[config.mk]
export PLATFORM = sky130hd
export DESIGN_NAME = sequenciador_jogo
export DESIGN_NICKNAME = d
export VERILOG_FILES = /design/src/rtl/jogo_pkg.sv /design/src/rtl/contador_timeout.sv /design/src/rtl/sequenciador_jogo.sv
export SDC_FILE = /design/constraint.sdc
export NUM_CORES = 1
export LEC_CHECK = 0
export ABC_AREA = 1
export BUFFER_PORTS_ARGS = -buffer_cell sky130_fd_sc_hd__buf_2
export CAP_MARGIN = 20
export CORE_MARGIN = 10
export CORE_UTILIZATION = 48
export CTS_BUF_LIST = sky130_fd_sc_hd__clkbuf_8
export CTS_CLUSTER_DIAMETER = 100
export DETAILED_ROUTE_END_ITERATION = 10
export PLACE_DENSITY_LB_ADDON = 0.08
export RECOVER_POWER = 50
export SYNTH_ARGS = -nofsm -noshare
export SYNTH_HDL_FRONTEND = slang
export SYNTH_SLANG_ARGS = --single-unit
[constraint.sdc]
create_clock -name clock -period 1.5 [get_ports clock]
set_clock_uncertainty 0.2 [all_clocks]
set_input_delay 0 -clock clock [delete_from_list [all_inputs] [get_ports clock]]
set_output_delay 0 -clock clock [all_outputs]
set_load 0.02 [all_outputs]
[src/rtl/jogo_pkg.sv]
// Shared state codes and sizing constants for the memory-sequence game control unit.
package jogo_pkg;

  localparam int N_RODADAS_DEF = 16;
  localparam int AW            = 4;

  // Codes are shown directly on the debug 7-segment display
  typedef enum logic [3:0] {
    ST_INICIAL        = 4'h0,
    ST_PREPARACAO     = 4'h1,
    ST_ESPERA_JOGADA  = 4'h2,
    ST_REGISTRA       = 4'h3,
    ST_COMPARACAO     = 4'h4,
    ST_PROXIMA_JOGADA = 4'h5,
    ST_PROXIMA_RODADA = 4'h6,
    ST_FIM_GANHOU     = 4'hA,
    ST_FIM_TIMEOUT    = 4'hD,
    ST_FIM_ERROU      = 4'hE
  } estado_t;

endpackage

[src/rtl/contador_timeout.sv]
// Per-move timeout counter: counts while conta is high, fim flags the last allowed cycle.
module contador_timeout #(
  parameter int TW             = 28,
  parameter int TIMEOUT_CICLOS = 150000000
) (
  input  logic clock,
  input  logic reset,
  input  logic zera,
  input  logic conta,
  output logic fim
);

  localparam logic [TW-1:0] LIMITE = TW'(TIMEOUT_CICLOS - 1);

  logic [TW-1:0] cnt;

  always_ff @(posedge clock or negedge reset) begin
    if (!reset) begin
      cnt <= '0;
    end else if (zera) begin
      cnt <= '0;
    end else if (conta) begin
      cnt <= cnt + TW'(1);
    end
  end

  assign fim = (cnt == LIMITE);

endmodule

[src/rtl/sequenciador_jogo.sv]
// Control unit for the Simon-style game: sequences rounds/moves and decides win, error or timeout.
// Optional per-move timeout is built only when SEQUENCIADOR_TIMEOUT_EN is defined.
module sequenciador_jogo
  import jogo_pkg::*;
#(
  parameter int N_RODADAS      = N_RODADAS_DEF,
  parameter int TIMEOUT_CICLOS = 150000000,
  parameter int TW             = 28
) (
  input  logic          clock,
  input  logic          reset,
  input  logic          jogar,
  input  logic          tem_jogada,
  input  logic          jogada_correta,
  output logic [AW-1:0] endereco,
  output logic [AW-1:0] rodada,
  output logic          registra_jogada,
  output logic          zera_jogada,
  output logic          pronto,
  output logic          ganhou,
  output logic          perdeu,
  output logic [3:0]    db_estado,
  output logic          db_timeout
);

  localparam logic [AW-1:0] ULTIMA_RODADA = AW'(N_RODADAS - 1);

  estado_t estado, estado_prox;
  logic    tem_prev;
  logic    borda;
  logic    conta_to;
  logic    zera_to;

  // A held button produces a single move: only the rising edge counts
  always_ff @(posedge clock or negedge reset) begin
    if (!reset) tem_prev <= 1'b0;
    else        tem_prev <= tem_jogada;
  end

  assign borda = tem_jogada & ~tem_prev;

`ifdef SEQUENCIADOR_TIMEOUT_EN
  logic fim_to;

  contador_timeout #(
    .TW             (TW),
    .TIMEOUT_CICLOS (TIMEOUT_CICLOS)
  ) u_contador_timeout (
    .clock (clock),
    .reset (reset),
    .zera  (zera_to),
    .conta (conta_to),
    .fim   (fim_to)
  );
`endif

  always_ff @(posedge clock or negedge reset) begin
    if (!reset) estado <= ST_INICIAL;
    else        estado <= estado_prox;
  end

  always_comb begin
    estado_prox     = estado;
    registra_jogada = 1'b0;
    zera_jogada     = 1'b0;
    pronto          = 1'b0;
    ganhou          = 1'b0;
    perdeu          = 1'b0;
    db_timeout      = 1'b0;
    conta_to        = 1'b0;
    zera_to         = 1'b0;
    case (estado)
      ST_INICIAL: begin
        if (jogar) estado_prox = ST_PREPARACAO;
      end
      ST_PREPARACAO: begin
        zera_jogada = 1'b1;
        zera_to     = 1'b1;
        estado_prox = ST_ESPERA_JOGADA;
      end
      ST_ESPERA_JOGADA: begin
        conta_to = 1'b1;
        // A press in the last allowed cycle still counts as a move
        if (borda) estado_prox = ST_REGISTRA;
`ifdef SEQUENCIADOR_TIMEOUT_EN
        else if (fim_to) estado_prox = ST_FIM_TIMEOUT;
`endif
      end
      ST_REGISTRA: begin
        registra_jogada = 1'b1;
        zera_to         = 1'b1;
        estado_prox     = ST_COMPARACAO;
      end
      ST_COMPARACAO: begin
        if (!jogada_correta)               estado_prox = ST_FIM_ERROU;
        else if (endereco < rodada)        estado_prox = ST_PROXIMA_JOGADA;
        else if (rodada == ULTIMA_RODADA)  estado_prox = ST_FIM_GANHOU;
        else                               estado_prox = ST_PROXIMA_RODADA;
      end
      ST_PROXIMA_JOGADA: begin
        estado_prox = ST_ESPERA_JOGADA;
      end
      ST_PROXIMA_RODADA: begin
        zera_jogada = 1'b1;
        estado_prox = ST_ESPERA_JOGADA;
      end
      ST_FIM_GANHOU: begin
        pronto = 1'b1;
        ganhou = 1'b1;
        if (jogar) estado_prox = ST_PREPARACAO;
      end
      ST_FIM_ERROU: begin
        pronto = 1'b1;
        perdeu = 1'b1;
        if (jogar) estado_prox = ST_PREPARACAO;
      end
`ifdef SEQUENCIADOR_TIMEOUT_EN
      ST_FIM_TIMEOUT: begin
        pronto     = 1'b1;
        perdeu     = 1'b1;
        db_timeout = 1'b1;
        if (jogar) estado_prox = ST_PREPARACAO;
      end
`endif
      default: estado_prox = ST_INICIAL;
    endcase
  end

  // Round never passes the last index: the win check in comparacao precedes any increment
  always_ff @(posedge clock or negedge reset) begin
    if (!reset) begin
      endereco <= '0;
      rodada   <= '0;
    end else begin
      case (estado)
        ST_PREPARACAO: begin
          endereco <= '0;
          rodada   <= '0;
        end
        ST_PROXIMA_JOGADA: endereco <= endereco + AW'(1);
        ST_PROXIMA_RODADA: begin
          rodada   <= rodada + AW'(1);
          endereco <= '0;
        end
        default: ;
      endcase
    end
  end

  assign db_estado = estado;

endmodule

==> parameters.txt, run 1 <==
Parameter                              Value

Yosys
  Synth top area share    37.5%
  Synth Area per Inst    8.10 um^2
  Count of warnings emitted by yosys    0
  Library cells used by synthesis    26
  Syn Nets    117
  Post-synth EDFFs    0
  Instance count of the mapped netlist    107
  Library cell occupying the most area in the post-synthesis netlist    sky130_fd_sc_hd__dfrtp_1
  Commonest register cell after synthesis    sky130_fd_sc_hd__dfrtp_1
  Synthesized flop and latch total    13
  Async set-reset flop share out of synthesis    100%
  Leading cell types by total area after synthesis    sky130_fd_sc_hd__dfrtp_1 (38%), sky130_fd_sc_hd__nand2_1 (8.7%), sky130_fd_sc_hd__ha_1 (7.2%)
  Part of the Yosys area used for sequential elements    37.5%
  Post-synthesis instance area    867 um^2

CTS
  Clock Path Buffers    2
  Root cell of the clock tree    sky130_fd_sc_hd__clkbuf_8
  TritonCTS clock tree    yes
  CTS Buf Count    3
  Clk slew on worst S/H paths    0.06 ns
  Number of clock sinks    13
  Count of H-tree levels built during CTS    1
  Clock latency on the worst-skew pair    0.25 ns

Route
  Routed length per placed instance    14.4 um
  Via total after detailed routing    879
  Residual DRC    0
  DRC violation total after the first TritonRoute iteration    13
  Number of search-and-repair iterations in the first detailed-routing pass    4
  Routed wire length    2.58 mm
  Vias per cell    4.91
  Residual antenna-violating net count after detailed routing    0

Cells and area
  Layout-stage area growth over the synthesis result    63.8%
  Number of nets in the layout    165
  Non-filler cells, final    179
  Ratio of cells with drive above 1 in the final layout    61.0%
  Antenna diode instance count    0

Pwr
  Internal power of the cells    1360 uW
  Max IR drop VDD    1.24 mV
  Share of total power in sequential cells    22.1%
  Switching part of the total power    48.6%
  Leakage    0.000698 uW
  Net load switching power    1290 uW
  Total power    2650 uW
  Portion of total power attributed to the clock network    12.3%
  Power density of the placed cells    1870 nW/um^2
  Gate power share    65.6%

Worst setup path
  Arrival time at the worst endpoint    1.49 ns
  Delay-heaviest family, CP    simple AND/OR/NAND/NOR gates
  Critical path buffer and inverter count    2
  CP startpoint kind    flop
  CP Data Required Time    1.48 ns
  Worst Path Class, Setup    reg -> reg
  Endpoint kind of the worst setup timing path    flop
  Critical Path, Cell by Cell    inv_4, buf_6, nand2_4, nor2_1, nand4_1, a21oi_1
  Slowest Stage Delay on Critical Path    0.42 ns
  Max FO, Critical Path    3
  Master of the slowest instance on the critical path    sky130_fd_sc_hd__dfrtp_2

Global route
  Number of antenna violations at the first check in global routing    0
  Overall routing resource usage    11.7%
  Total overflow reported by the global router    0
  Pin count of the biggest net entering global routing    14
  Via count of the first global-routing pass    832
  Global-route wire length before repair    3.76 mm

Floorplan
  Core outline area    1730 um^2
  Cell Rows    15
  Floorplan die width    62.5 um
  IO Pins    23
  Initial standard-cell utilization of the core    50.2%
  Die Area    3910 um^2
  Die height    62.5 um

STA
  Final WS setup    -0.0137 ns
  Fmax    661 MHz
  Shortest period the worst path allows    1.51 ns
  Final max-slew violation count    0
  Crit share post-route    101%
  Count of endpoints failing setup in the final report    5
  Unrepaired setup endpoints after global routing    yes
  Total count of hold-check failures in the final report    0

Outcome
  Run status    complete, but fails checks
  Violations in the final reports    setup timing

Placed design
  Placement-stage worst setup slack    -0.0364 ns
  Final Wtd Congestion    0.798
  Total of buffers placed on input and output ports    21
  HPWL reported at the end of detailed placement    1.62 mm
  Dpl cells    160

Min path
  Worst hold path class    in -> reg

Job
  Reported max-cap violation count    0
cell usage in the layout, fill, tap and decap left out, types with 2 or more instances in the layout:
cell type and n:
sky130_fd_sc_hd__nor2_4 4, sky130_fd_sc_hd__nand2_2 6, sky130_fd_sc_hd__nand2_1 14, sky130_fd_sc_hd__ha_1 3, sky130_fd_sc_hd__nor2_1 4, sky130_fd_sc_hd__dlygate4sd3_1 5
sky130_fd_sc_hd__o21ai_2 4, sky130_fd_sc_hd__nand3_2 2, sky130_fd_sc_hd__buf_2 13, sky130_fd_sc_hd__buf_6 7, sky130_fd_sc_hd__a21oi_1 2, sky130_fd_sc_hd__dfrtp_1 4
sky130_fd_sc_hd__inv_2 10, sky130_fd_sc_hd__nor3_2 2, sky130_fd_sc_hd__dfrtp_2 9, sky130_fd_sc_hd__o21ai_0 2, sky130_fd_sc_hd__nand3_1 4, sky130_fd_sc_hd__ha_4 2
sky130_fd_sc_hd__clkbuf_1 4, sky130_fd_sc_hd__buf_4 15, sky130_fd_sc_hd__clkbuf_8 3, sky130_fd_sc_hd__inv_4 2, sky130_fd_sc_hd__nand2_4 7, sky130_fd_sc_hd__inv_1 10
layer usage:
layer	part of all wire [%]	GRT usage, %	vias to the layer above
met5	0	0	-
met4	2.5	6.70	0
met3	5.7	4.66	6
met2	49	18.5	26
met1	43	13.0	415
li1	-	-	432
final cells by class:
| type | instances | area (um^2) |
|---|---|---|
| Inverter | 21 | 83.8 |
| Clock inverter | 1 | 3.75 |
| Sequential cell | 13 | 337 |
| Timing Repair Buffer | 44 | 322 |
| Clock buffer | 3 | 41.3 |
| Multi-Input combinational cell | 72 | 602 |
| Fill cell | 110 | 307 |
| Tap cell | 25 | 31.3 |
synth_stat cells, types with 2 or more instances:
library cell / n
sky130_fd_sc_hd__nand2_1: 20
sky130_fd_sc_hd__inv_1: 16
sky130_fd_sc_hd__dfrtp_1: 13
sky130_fd_sc_hd__nor2_1: 7
sky130_fd_sc_hd__nand3_1: 6
sky130_fd_sc_hd__ha_1: 5
sky130_fd_sc_hd__inv_2: 5
sky130_fd_sc_hd__o21ai_2: 5
sky130_fd_sc_hd__a21oi_1: 4
sky130_fd_sc_hd__nand2_2: 4
sky130_fd_sc_hd__nand2_4: 4
sky130_fd_sc_hd__nor3_1: 3
sky130_fd_sc_hd__o21ai_0: 2
registers in the layout, indices dropped and copies added, names as in the netlist:
| name | flops |
|---|---|
| db_estado | 4 |
| endereco | 4 |
| tem_prev | 1 |
| rodada | 4 |
metrics by stage:
step | setup TNS [ns] | area, um^2 | util (%) | hold WS, ns
2_1_floorplan | 0 | 898 | - | -0.496
3_3_place_gp | -0.00997 | 1090 | 63.0 | -0.293
3_5_place_dp | -0.0364 | 1090 | 63.0 | -0.291
4_1_cts | 0 | 1280 | 74.3 | 0.206
5_1_grt | -0.527 | 1420 | 82.2 | 0.238
6_report | -0.0365 | 1420 | 82.2 | 0.215
worst reg2reg max path, delay by kind of cell (launching register included):
family / cells / cell delay, ns
flops: 1 / 0.42
buf+inv: 2 / 0.19
compound gates: 1 / 0.15
simple gates: 3 / 0.47
worst paths after layout:
check | startpoint | to | slack [ns] | cells past startpoint
max reg2reg | db_estado[0] | db_estado[0] | -0.01 | 6
min | tem_jogada | tem_prev | 0.21 | 2
min reg2reg | tem_prev | db_estado[0] | 0.37 | 3
min in group asynchronous | reset | endereco[1] | 0.53 | 3
max in group asynchronous | reset | endereco[3] | 0.31 | 3
max | db_estado[0] | db_estado[0] | -0.01 | 6
kinds of logic (layout without fill, tap and decap cells):
kind of cell	Yosys count	count (layout)	synth area share, %
buffers and inverters	22	69	9.96
DFF	13	13	37.5
AOI/OAI and AO/OA	14	14	11.1
xor gates and xnor gates	1	1	1.01
adders and majority gates	5	5	7.22
other	1	1	0.432
and+or+nand+nor	51	51	32.8
power by group through the flow:
stage	sequential (uW)	combinational, uW	clock, uW
final	586	1740	325
after detailed placement	570	1200	0
after CTS	569	1390	318
after global placement	564	1180	0
after floorplan	681	733	0
after global routing	600	1880	339
what timing repair did:
action / 4_1_cts / 5_1_grt
setup buffers: 6 / 4
endpoints found under the hold margin: 18 / 0
setup endpoints to repair: 6 / 9
resized for setup: 16 / 30
hold buffers: 5 / 0
pin swaps: 3 / 11
(Power assumes the default switching activity.)
==> inputs of run 2 (changes only) <==
--- a/config.mk
+++ b/config.mk
@@ -6,11 +6,10 @@
 export NUM_CORES = 1
 export LEC_CHECK = 0
 export ABC_AREA = 1
+export ABC_CLOCK_PERIOD_IN_PS = 1500
 export BUFFER_PORTS_ARGS = -buffer_cell sky130_fd_sc_hd__buf_2
-export CAP_MARGIN = 20
 export CORE_MARGIN = 10
-export CORE_UTILIZATION = 48
-export CTS_BUF_LIST = sky130_fd_sc_hd__clkbuf_8
+export CORE_UTILIZATION = 46
 export CTS_CLUSTER_DIAMETER = 100
 export DETAILED_ROUTE_END_ITERATION = 10
 export PLACE_DENSITY_LB_ADDON = 0.08
==> parameters.txt, run 2 (synthesis results as in run 1) <==
Parameter                              Value

Min path
  Worst hold path class    in -> reg
  Worst hold path depth    2 (unchanged)

Floorplan
  Cell Rows    15 (unchanged)
  IO Pins    23 (unchanged)
  Die height    63.4 um (+1.5%)
  Initial standard-cell utilization of the core    49.1% (-1.1 points)
  Floorplan die width    63.4 um (+1.5%)
  Core outline area    1760 um^2 (+2.2%)
  Die Area    4020 um^2 (+2.9%)

Global route
  Pin count of the biggest net entering global routing    14 (unchanged)
  Number of antenna violations at the first check in global routing    0 (unchanged)
  Overall routing resource usage    12.9% (+1.2 points)
  Via count of the first global-routing pass    930 (+12%)
  Total overflow reported by the global router    0 (unchanged)
  Global-route wire length before repair    4.27 mm (+14%)

Pwr
  Total power    2630 uW (-0.84%)
  Switching part of the total power    48.9% (+0.36 points)
  Internal power of the cells    1340 uW (-1.5%)
  Leakage    0.000737 uW (+5.7%)
  Share of total power in sequential cells    22.1% (about the same)
  Gate power share    68.9% (+3.3 points)
  Max IR drop VDD    1.35 mV (+9.3%)
  Power density of the placed cells    1800 nW/um^2 (-3.6%)
  Net load switching power    1290 uW (-0.10%)
  Portion of total power attributed to the clock network    8.9% (-3.4 points)

Placed design
  Total of buffers placed on input and output ports    21 (unchanged)
  Final Wtd Congestion    0.813 (+1.9%)
  HPWL reported at the end of detailed placement    1.70 mm (+4.7%)
  Placement-stage worst setup slack    -0.0155 ns (+0.0209 ns)

Cells and area
  Number of nets in the layout    175 (+6.1%)
  Commonest non-fill, non-tap cell in the layout    sky130_fd_sc_hd__buf_4
  Layout-stage area growth over the synthesis result    68.4%
  Antenna diode instance count    0 (unchanged)
  Ratio of cells with drive above 1 in the final layout    62.2% (+1.2 points)
  FILL cells    108 (-1.8%)
  Most used cells in the layout excluding fill and tap cells    sky130_fd_sc_hd__buf_4 (26), sky130_fd_sc_hd__nand2_1 (16), sky130_fd_sc_hd__buf_2 (14)

Route
  Routed length per placed instance    14.6 um (+1.4%)
  Routed wire length    2.76 mm (+7.1%)
  Number of search-and-repair iterations in the first detailed-routing pass    4 (unchanged)
  DRC violation total after the first TritonRoute iteration    15 (+2)
  Residual DRC    0 (unchanged)
  Via total after detailed routing    930 (+5.8%)
  Residual antenna-violating net count after detailed routing    0 (unchanged)
  Vias per cell    4.92 (+0.20%)

Outcome
  Violations in the final reports    setup timing
  Run status    complete, but fails checks

Worst setup path
  Worst Path Class, Setup    reg -> out
  CP startpoint kind    flop
  Worst R2R Path Depth    8 (+2)
  CP Data Required Time    1.30 ns (-0.18 ns)
  Max FO, Critical Path    3 (unchanged)
  Master of the slowest instance on the critical path    sky130_fd_sc_hd__dfrtp_2
  Critical Path, Cell by Cell    nor2_4, inv_2, buf_6, nor3_4, buf_6
  Arrival time at the worst endpoint    1.34 ns (-0.15 ns)
  Slowest Stage Delay on Critical Path    0.45 ns (+0.03 ns)
  Endpoint kind of the worst setup timing path    output pin
  Most Frequent Cell on Critical Path    sky130_fd_sc_hd__buf_6

STA
  Count of endpoints failing setup in the final report    6 (+1)
  Final max-slew violation count    0 (unchanged)
  Total count of hold-check failures in the final report    0 (unchanged)
  Crit share post-route    103% (+1.8 points)
  Shortest period the worst path allows    1.54 ns (+0.0274 ns)
  Final WS setup    -0.0411 ns (-0.0274 ns)
  Fmax    649 MHz (-1.8%)
  Unrepaired setup endpoints after global routing    yes

CTS
  Clock latency on the worst-skew pair    0.29 ns (+0.04 ns)
  TritonCTS clock tree    yes
  Count of H-tree levels built during CTS    1 (unchanged)
  Clock Path Buffers    2 (unchanged)
  Clk slew on worst S/H paths    0.09 ns (+0.03 ns)
  Number of clock sinks    13 (unchanged)
  Root cell of the clock tree    sky130_fd_sc_hd__clkbuf_4
  CTS Buf Count    3 (unchanged)

Job
  Reported max-cap violation count    0 (unchanged)
run 2: changes by cell type in the layout (fill, tap and decap cells not counted), sizes merged:
cell and delta:
buf +12, clkbuf -1, inv -1
run 2: routing by layer:
layer	vias to the layer above	GRT usage, %	wire length (um)
met4	0	6.01	123
met2	35	22.1	1400
li1	454	-	-
met5	-	0	0
met3	10	4.24	162
met1	431	13.8	1080
run 2: worst max-delay path, delay by kind of cell (launching register included):
| kind | cells | cell delay [ns] |
|---|---|---|
| buffers and inverters | 3 | 0.33 |
| DFF | 1 | 0.45 |
| and+or+nand+nor | 2 | 0.27 |
run 2: repair_timing:
item / 4_1_cts / 5_1_grt
gates resized for setup: 27 / 16
endpoints found under the hold margin: 18 / 13
buffers inserted: 10 / 8
hold buffers: 5 / 1
pin swaps: 5 / 8
setup endpoints to repair: 8 / 27
run 2: final timing paths:
check,startpoint,to,slack (ns)
max,db_estado[2],registra_jogada,-0.04
min,tem_jogada,tem_prev,0.17
max reg2reg,db_estado[1],db_estado[1],-0.02
min reg2reg,tem_prev,db_estado[0],0.37
max in group asynchronous,reset,db_estado[0],0.38
min in group asynchronous,reset,rodada[2],0.46
run 2: cell type report:
class,instances,area [um^2],area share (%)
multi-input combinational,72,578,39.6
timing repair buffer,54,402,27.5
sequential,13,337,23.1
inverter,21,86.3,5.91
tap,25,31.3,2.14
clock buffer,4,26.3,1.80
run 2: stage by stage:
stage / util [%] / TNS, ns / hold slack, ns / std cells / instance area (um^2)
after floorplan: - / 0 / -0.496 / 107 / 898
after global placement: 62.5 / 0 / -0.293 / 162 / 1100
after detailed placement: 62.5 / -0.0227 / -0.288 / 162 / 1100
after CTS: 76.7 / -0.245 / 0.162 / 181 / 1350
after global routing: 82.8 / -0.844 / 0.160 / 189 / 1460
final: 82.8 / -0.123 / 0.169 / 189 / 1460
run 2: power by group through the flow:
stage	Clock [uW]	Combinational, uW	Sequential, uW
4_1_cts	235	1630	575
3_3_place_gp	0	1240	560
3_5_place_dp	0	1270	565
6_report	235	1810	582
5_1_grt	255	1940	594
2_1_floorplan	0	733	681
==> inputs of run 3 (changes only) <==
--- a/config.mk
+++ b/config.mk
@@ -8,7 +8,6 @@
 export ABC_AREA = 1
 export ABC_CLOCK_PERIOD_IN_PS = 1500
 export BUFFER_PORTS_ARGS = -buffer_cell sky130_fd_sc_hd__buf_2
-export CORE_MARGIN = 10
 export CORE_UTILIZATION = 46
 export CTS_CLUSTER_DIAMETER = 100
 export DETAILED_ROUTE_END_ITERATION = 10
==> parameters.txt, run 3 (synthesis results as in run 1) <==
Parameter                              Value

Worst setup path
  Destination of the worst register-to-register timing path    db_estado[3]
  Reg-to-Reg Start    rodada[1]
  Worst Path Class, Setup    reg -> out
  Max FO, Critical Path    4 (+1)
  Setup slack, reg-to-reg    -0.08 ns (-0.06 ns)
  CP startpoint kind    flop
  CP Data Required Time    1.30 ns (about the same)
  Endpoint kind of the worst setup timing path    output pin
  Worst R2R Path Depth    10 (+2)
  Arrival time at the worst endpoint    1.46 ns (+0.12 ns)

Cells and area
  Antenna diode instance count    0 (unchanged)
  Area of all placed cells without fillers    1510 um^2 (+3.2%)
  Commonest non-fill, non-tap cell in the layout    sky130_fd_sc_hd__buf_4
  FILL cells    102 (-5.6%)
  Layout-stage area growth over the synthesis result    73.7%
  Fraction of the core area covered by cells at the end of the flow    86.3% (+3.5 points)
  Ratio of cells with drive above 1 in the final layout    66.7% (+4.5 points)
  Most used cells in the layout excluding fill and tap cells    sky130_fd_sc_hd__buf_4 (24), sky130_fd_sc_hd__nand2_1 (15), sky130_fd_sc_hd__buf_2 (15)
  Number of nets in the layout    176 (+0.57%)

Placed design
  Placement-stage worst setup slack    -0.0385 ns (-0.0230 ns)
  Final Wtd Congestion    0.801 (-1.5%)
  Total of buffers placed on input and output ports    21 (unchanged)
  Placement-stage cell area    1110 um^2 (+0.68%)
  HPWL reported at the end of detailed placement    1.55 mm (-8.8%)

Min path
  Source of the worst hold timing path    tem_jogada
  Worst hold path class    in -> reg
  Worst Hold End    tem_prev
  Worst hold path depth    2 (unchanged)

Floorplan
  Core outline area    1750 um^2 (-1.1%)
  IO Pins    23 (unchanged)
  Die height    45.4 um (-28%)
  Cell Rows    15 (unchanged)
  Initial standard-cell utilization of the core    49.7% (+0.53 points)
  Floorplan die width    45.4 um (-28%)
  Die Area    2060 um^2 (-49%)

CTS
  TritonCTS clock tree    yes
  Clock Path Buffers    2 (unchanged)
  Clk slew on worst S/H paths    0.08 ns (about the same)
  Root cell of the clock tree    sky130_fd_sc_hd__clkbuf_4
  CTS Buf Count    3 (unchanged)
  Clock latency on the worst-skew pair    0.30 ns (about the same)
  Number of clock sinks    13 (unchanged)
  Count of H-tree levels built during CTS    1 (unchanged)

Global route
  Global-route wire length before repair    3.71 mm (-13%)
  Via count of the first global-routing pass    819 (-12%)
  Highest-utilization routing layer at the global route stage    met2
  Met3 track utilization from global routing    2.38% (-1.9 points)
  GR met2 Demand/Resource    43.4% (+21 points)
  Number of antenna violations at the first check in global routing    0 (unchanged)
  Met1 track demand over resource in global routing    33.7% (+20 points)
  Total overflow reported by the global router    0 (unchanged)
  Overall routing resource usage    26.1% (+13 points)
  Pin count of the biggest net entering global routing    14 (unchanged)

Pwr
  Leakage    0.000744 uW (+0.90%)
  Internal power of the cells    1400 uW (+4.6%)
  Switching part of the total power    49.2% (+0.27 points)
  Total power    2760 uW (+5.2%)
  Gate power share    70.5% (+1.6 points)
  Share of total power in sequential cells    20.8% (-1.3 points)
  Power density of the placed cells    1840 nW/um^2 (+2.0%)
  Portion of total power attributed to the clock network    8.6% (-0.3 points)
  Max IR drop VDD    1.24 mV (-8.0%)
  Net load switching power    1360 uW (+5.8%)

STA
  Total count of hold-check failures in the final report    0 (unchanged)
  Count of endpoints failing setup in the final report    12 (+6)
  Shortest period the worst path allows    1.66 ns (+0.115 ns)
  Final max-slew violation count    0 (unchanged)
  Final WS setup    -0.156 ns (-0.115 ns)
  Unrepaired setup endpoints after global routing    yes
  Fin Setup TNS    -0.540 ns (-0.417 ns)
  Fmax    604 MHz (-7.0%)
  Crit share post-route    110% (+7.7 points)

Job
  Reported max-cap violation count    0 (unchanged)

Route
  DRC violation total after the first TritonRoute iteration    28 (+13)
  Vias per cell    5.07 (+3.1%)
  Number of search-and-repair iterations in the first detailed-routing pass    4 (unchanged)
  Via total after detailed routing    964 (+3.7%)
  Routed wire length    2.89 mm (+4.9%)
  Residual antenna-violating net count after detailed routing    0 (unchanged)
  Routed length per placed instance    15.2 um (+4.3%)
  Residual DRC    0 (unchanged)

Outcome
  Run status    complete, but fails checks
  Violations in the final reports    setup timing
[run 3: cell count changes in the layout (fill, tap and decap cells not counted), sizes merged]
cell    delta
clkbuf     -1
buf        +2
[run 3: power groups by stage]
stage                     registers [uW]  clock network [uW]  logic (uW)
after floorplan                      681                   0         733
after global placement               559                   0        1240
after detailed placement             564                   0        1270
after CTS                            563                 234        1600
after global routing                 583                 244        2070
final                                576                 238        1950
[run 3: worst max path at each step]
stage	cells past startpoint	from	end	slack (ns)
2_1_floorplan	10	rodada[2]	db_estado[3]	0.002
3_3_place_gp	8	rodada[3]	db_estado[3]	0.007
3_5_place_dp	8	rodada[3]	db_estado[3]	-0.04
4_1_cts	4	db_estado[1]	endereco[3]	-0.006
5_1_grt	5	db_estado[3]	registra_jogada	-0.16
6_report	5	db_estado[3]	registra_jogada	-0.16
[run 3: through the flow]
step | hold WS [ns] | instances
2_1_floorplan | -0.496 | 107
3_3_place_gp | -0.291 | 163
3_5_place_dp | -0.289 | 163
4_1_cts | 0.172 | 184
5_1_grt | 0.171 | 190
6_report | 0.164 | 190
[run 3: routing by layer]
metal / part of all wire, % / vias up
met5: 0 / -
li1: - / 454
met1: 40 / 458
met3: 3.5 / 11
met4: 2.4 / 0
met2: 54 / 41
[run 3: critical path, stage by stage (launching register included)]
cell,delay [ns]
sky130_fd_sc_hd__dfrtp_2,0.45
sky130_fd_sc_hd__nor2_4,0.14
sky130_fd_sc_hd__inv_2,0.09
sky130_fd_sc_hd__buf_6,0.13
sky130_fd_sc_hd__nor3_2,0.17
sky130_fd_sc_hd__buf_4,0.19
[run 3: timing repair]
item	CTS	global route
setup buffers	12	6
endpoints found under the hold margin	18	13
pin swaps	8	13
hold buffers	5	1
setup endpoints to repair	8	29
gates resized for setup	22	29
cloned	0	0
[run 3: layout make-up]
type	instances	area, um^2	share of cell area [%]
inverter	21	86.3	5.73
sequential	13	337	22.3
timing repair buffer	55	422	28.0
multi-input combinational	72	604	40.1
tap	25	31.3	2.08
clock buffer	4	26.3	1.74
